<file path="src/rtl/speck_decrypt_core.sv">
// SPECK128/128 decryption core: expands the round keys one step per cycle, then
// applies one inverse round per cycle, pulsing finished when the plaintext is ready.
module speck_decrypt_core #(
    parameter int unsigned NR_ROUNDS = 32
) (
    input  logic         clk,
    input  logic         rst,
    input  logic         signal_start,
    input  logic [127:0] key,
    input  logic [127:0] ciphertext,
    output logic [127:0] plaintext,
    output logic         finished,
    output logic [3:0]   state_response
);

    localparam logic [3:0] IDLE    = 4'd0;
    localparam logic [3:0] EXPAND  = 4'd1;
    localparam logic [3:0] DECRYPT = 4'd2;
    localparam logic [3:0] DONE    = 4'd3;

    localparam logic [4:0] LAST_EXPAND = 5'(NR_ROUNDS - 2);
    localparam logic [4:0] LAST_ROUND  = 5'(NR_ROUNDS - 1);

    logic [3:0]  state;
    logic [4:0]  counter;
    logic [63:0] x;
    logic [63:0] y;
    logic [63:0] k;
    logic [63:0] l;
    logic [63:0] key_buf [0:31];

    logic [63:0] l_next;
    logic [63:0] k_next;
    logic [63:0] round_key;
    logic [63:0] xy_mix;
    logic [63:0] y_next;
    logic [63:0] diff;
    logic [63:0] x_next;
    logic        kb_we;
    logic [4:0]  kb_addr;
    logic [63:0] kb_data;

    always_comb begin
        l_next    = (k + {l[7:0], l[63:8]}) ^ {59'd0, counter};
        k_next    = {k[60:0], k[63:61]} ^ l_next;
        round_key = key_buf[counter];
        xy_mix    = y ^ x;
        y_next    = {xy_mix[2:0], xy_mix[63:3]};
        diff      = (x ^ round_key) - y_next;
        x_next    = {diff[55:0], diff[63:56]};
    end

    // Slot 0 takes k0 at the start edge; slot i+1 takes each expanded key.
    always_comb begin
        kb_we   = 1'b0;
        kb_addr = '0;
        kb_data = '0;
        if (state == IDLE && signal_start) begin
            kb_we   = 1'b1;
            kb_addr = '0;
            kb_data = key[63:0];
        end else if (state == EXPAND) begin
            kb_we   = 1'b1;
            kb_addr = counter + 5'd1;
            kb_data = k_next;
        end
    end

    always_ff @(posedge clk) begin
        if (kb_we) begin
            key_buf[kb_addr] <= kb_data;
        end
    end

    always_ff @(posedge clk or posedge rst) begin
        if (rst) begin
            state     <= IDLE;
            counter   <= '0;
            finished  <= 1'b0;
            plaintext <= '0;
            x         <= '0;
            y         <= '0;
            k         <= '0;
            l         <= '0;
        end else begin
            case (state)
                IDLE: begin
                    if (signal_start) begin
                        x       <= ciphertext[127:64];
                        y       <= ciphertext[63:0];
                        l       <= key[127:64];
                        k       <= key[63:0];
                        counter <= '0;
                        state   <= EXPAND;
                    end
                end
                EXPAND: begin
                    l <= l_next;
                    k <= k_next;
                    if (counter == LAST_EXPAND) begin
                        counter <= LAST_ROUND;
                        state   <= DECRYPT;
                    end else begin
                        counter <= counter + 5'd1;
                    end
                end
                DECRYPT: begin
                    x <= x_next;
                    y <= y_next;
                    if (counter == 5'd0) begin
                        plaintext <= {x_next, y_next};
                        finished  <= 1'b1;
                        state     <= DONE;
                    end else begin
                        counter <= counter - 5'd1;
                    end
                end
                DONE: begin
                    finished <= 1'b0;
                    state    <= IDLE;
                end
                default: begin
                    finished <= 1'b0;
                    state    <= IDLE;
                end
            endcase
        end
    end

    assign state_response = state;

endmodule

</file>
<file path="config.mk">
export PLATFORM = sky130hd
export DESIGN_NAME = speck_decrypt_core
export DESIGN_NICKNAME = d
export VERILOG_FILES = /design/src/rtl/speck_decrypt_core.sv
export SDC_FILE = /design/constraint.sdc
export NUM_CORES = 2
export LEC_CHECK = 0
export ABC_AREA = 1
export BUFFER_PORTS_ARGS = -buffer_cell sky130_fd_sc_hd__buf_2
export CAP_MARGIN = 20
export CORE_ASPECT_RATIO = 1.5
export CORE_MARGIN = 3
export CORE_UTILIZATION = 37
export DETAILED_ROUTE_END_ITERATION = 6
export PLACE_DENSITY = 0.52
export SYNTH_ARGS = -nofsm -noshare
export SYNTH_HDL_FRONTEND = slang
export SYNTH_SLANG_ARGS = --single-unit
</file>
<file path="constraint.sdc">
create_clock -name clk -period 10.95 [get_ports clk]
set_input_delay 0.5475 -clock clk [delete_from_list [all_inputs] [get_ports clk]]
set_output_delay 0.5475 -clock clk [all_outputs]
set_load 0.01 [all_outputs]
</file>
==> summary.md <==
| Metric | Value |
|---|---|
| Clock transition at path regs | 70 ps |
| Final HPWL from detailed placement | 250000 um |
| # setup viols final | 0 |
| Global-route wire length before repair | 573000 um |
| Maxcap violations | 0 |
| Synth Area per Inst | 10.5 um^2 |
| Post-layout util | 0.429 |
| CTS Buf Count | 238 |
| RSZ-0062 raised after global routing | no |
| Largest net degree at the start of global routing | 208 |
| Register area | 71300 um^2 |
| Yosys reg bits | 2440 |
| WS Path Type | flop to flop |
| Clk sinks | around 2400 |
| Drt total wl | 402000 um |
| Register area share after synthesis | 0.653 |
| Pwr Density | 360 nW/um^2 |
| Vias in the first global route | about 80000 |
| Initial antenna violation count | 6 |
| Lkg Pwr | 46.5 nW |
| Fmax | 142 MHz |
| Final hold viol count | 0 |
| Finished Layout Cells | 15000 |
| Die Ht | between 600 and 700 um |
| Post-Syn Instances | around 10000 |
| Max VDD drop | about 0.26 mV |
| Clock skew | 55.9 ps |
| CP arrival | 7850 ps |
| Yosys top cell area share | 0.563 |
| Area of the multi-input gates | 33600 um^2 |
| I/O Buffers | between 300 and 400 |
| Hold Crit Class | primary input to flop |
| Max FO, Critical Path | 61 |
| Post-synthesis cell area | around 110000 um^2 |
| Cts repair resizes | 0 |
| Nets@finish | between 10000 and 15000 |
| Chip Width | ~450 um |
| CTS Buffer Depth | 4 |
| Routed met2 length | 200000 um |
| Worst skew pair latency | 910 ps |
| Setup crit end kind | flop |
| H-Tree Depth | 4 |
| Synth top area cells | edfxtp_1 56%, dfrtp_1 9.0%, o21ai_0 6.3% |
| Row Count | 243 |
| Total number of vias | 82400 |
| Status | completed |
| Worst Max-Slew Pin Slew | 1190 ps |
| Drc violations | 0 |
| Final period util | 0.645 |
| DRT iter0 DRCs | 7259 |
| Share of cells above drive strength 1 | 0.0979 |
| Synth warn | 0 |
| Startpoint Class | flop |
| Slew Viols, Final | 0 |
| Period minus WS final | 7060 ps |
| Total Power | 45.3 mW |
| Clock root cell | clkbuf_16 |
| Core area | 293000 um^2 |
| Placed Cells | 14300 |
| Synth-to-layout area growth | 15.2% |
| CTS tree | yes |
| Relative slew margins | 0.208 |
| Dominant cell type by area after synthesis | edfxtp_1 |
| Worst Reg-to-Reg Cells | 17 |
| Post-synth EDFFs | 2048 |
| Routed WL per cell | 26.8 um |
| GRT Total Usage | 0.258 |
| Ys async rst share | 0.161 |
| Routability Congestion | 1.01 |
| Antenna Nets Post-Route | 0 |
| Grt ovf | 0 |
| I/O pin cnt | 392 |
| Top FF cell, synth | edfxtp_1 |
| Hold-critical path depth | 4 |
| Die area | 302000 um^2 |
| Met3 WL | 24200 um |
| Starting Density | 0.373 |
| Total Neg Setup Slack | 0 ps |
| Vias per cell | 5.51 |
| Pre-antenna DRT Iters | 6 |
| Fillers | 27900 |
| Top Layer Used | met5 |
| Synth unique cells | 48 |
| Metal1 wirelength | 160000 um |
| CP Data Required Time | roughly 12000 ps |
logic make-up (layout without fill, tap and decap cells):
logic type      after synthesis  in the layout  share of synthesized area
simple gates               3751           3751                      0.136
xor+xnor                    201            201                     0.0161
flops                      2440           2440                      0.653
other cells                   1              7                  0.0000343
compound gates             2667           2667                      0.133
fa+ha+maj                   141            141                     0.0163
buf+inv                    1178           1832                     0.0449
routing by layer:
layer	vias to the layer above	global-route usage
met3	647	0.0262
met2	3142	0.449
met1	41300	0.331
li1	37300	-
met4	4	0.103
met5	-	0
layout by cell type, fill, tap and decap left out, drive strengths merged, types with 139 or more instances in the layout:
master / n
a21oi: 490
nand2: 1783
o21ai: 1497
buf: 570
nor2: 1517
edfxtp: 2048
clkbuf: 290
inv: 621
dfrtp: 392
nand3: 273
ha: 139
o22ai: 512
dlygate4sd3: 212
state kept, by name, indices dropped and copies added, names as in the netlist:
signal / cells
x: 64
state_response: 2
y: 64
plaintext: 128
l: 64
key_buf: 2048
finished: 1
k: 64
counter: 5
through the flow:
step	cell area (um^2)	setup slack [ps]	hold slack [ps]
global placement	116000	3860	460
finish	126000	3890	65.6
CTS	126000	3860	2.14
detailed placement	116000	3850	468
floorplan	109000	5130	457
global route	126000	3750	40.2
worst max-delay path, stage by stage (launching register included):
cell and delay [ps]:
dfrtp_1 610, nand2_1 760, inv_6 970, buf_12 490, nand2_1 110, nand4_1 150
nand2_1 160, xor2_1 210, ha_1 530, nand2_1 170, nor2_1 580, nand2_1 490
o21ai_0 690, nand3b_1 370, xnor2_1 300, nand2_1 100, nand2_1 130, nand2_1 70
cells in the mapped netlist, drive strengths merged, types with 2 or more instances:
cell / count
edfxtp: 2048
nand2: 1783
nor2: 1517
o21ai: 1497
inv: 608
o22ai: 512
a21oi: 490
dfrtp: 392
clkbuf: 352
nand3: 273
buf: 216
ha: 139
xnor2: 122
nand4: 103
o21a: 85
xor2: 79
nand3b: 22
nor3: 21
a22o: 20
or2: 18
a22oi: 16
o211ai: 16
a221oi: 11
nor4: 10
o21bai: 9
a21o: 4
a31oi: 3
and2: 2
clkinv: 2
fa: 2
where the power goes:
| group | switching (mW) | leakage, nW | total [mW] | internal, mW |
|---|---|---|---|---|
| sequential | 0.806 | 23.3 | 13.3 | 12.5 |
| clock | 3.68 | 3.83 | 8.44 | 4.76 |
| combinational | 17.4 | 19.4 | 23.6 | 6.15 |
| total | 21.9 | 46.5 | 45.3 | 23.4 |
cell type report:
cell class	instances	share of cell area
tap	3920	0.0390
sequential	2440	0.567
multi-input combinational	6762	0.267
inverter	610	0.0186
antenna	5	0.0000995
clock buffer	290	0.0500
timing repair buffer	782	0.0452
clock inverter	150	0.0126
path summary, 6_finish.rpt:
path                           startpoint            end  slack (ps)
max                            counter[2]          x[44]        3890
min                        ciphertext[16]          y[16]          70
max reg2reg                    counter[2]          x[44]        3890
min reg2reg                 plaintext[31]  plaintext[31]         480
max in group asynchronous             rst     counter[1]        8400
min in group asynchronous             rst          y[22]         480
what timing repair did:
action	CTS	global route
hold buffers	212	0
buffers inserted	0	0
hold endpoints to repair	269	0
(Power assumes the default switching activity.)
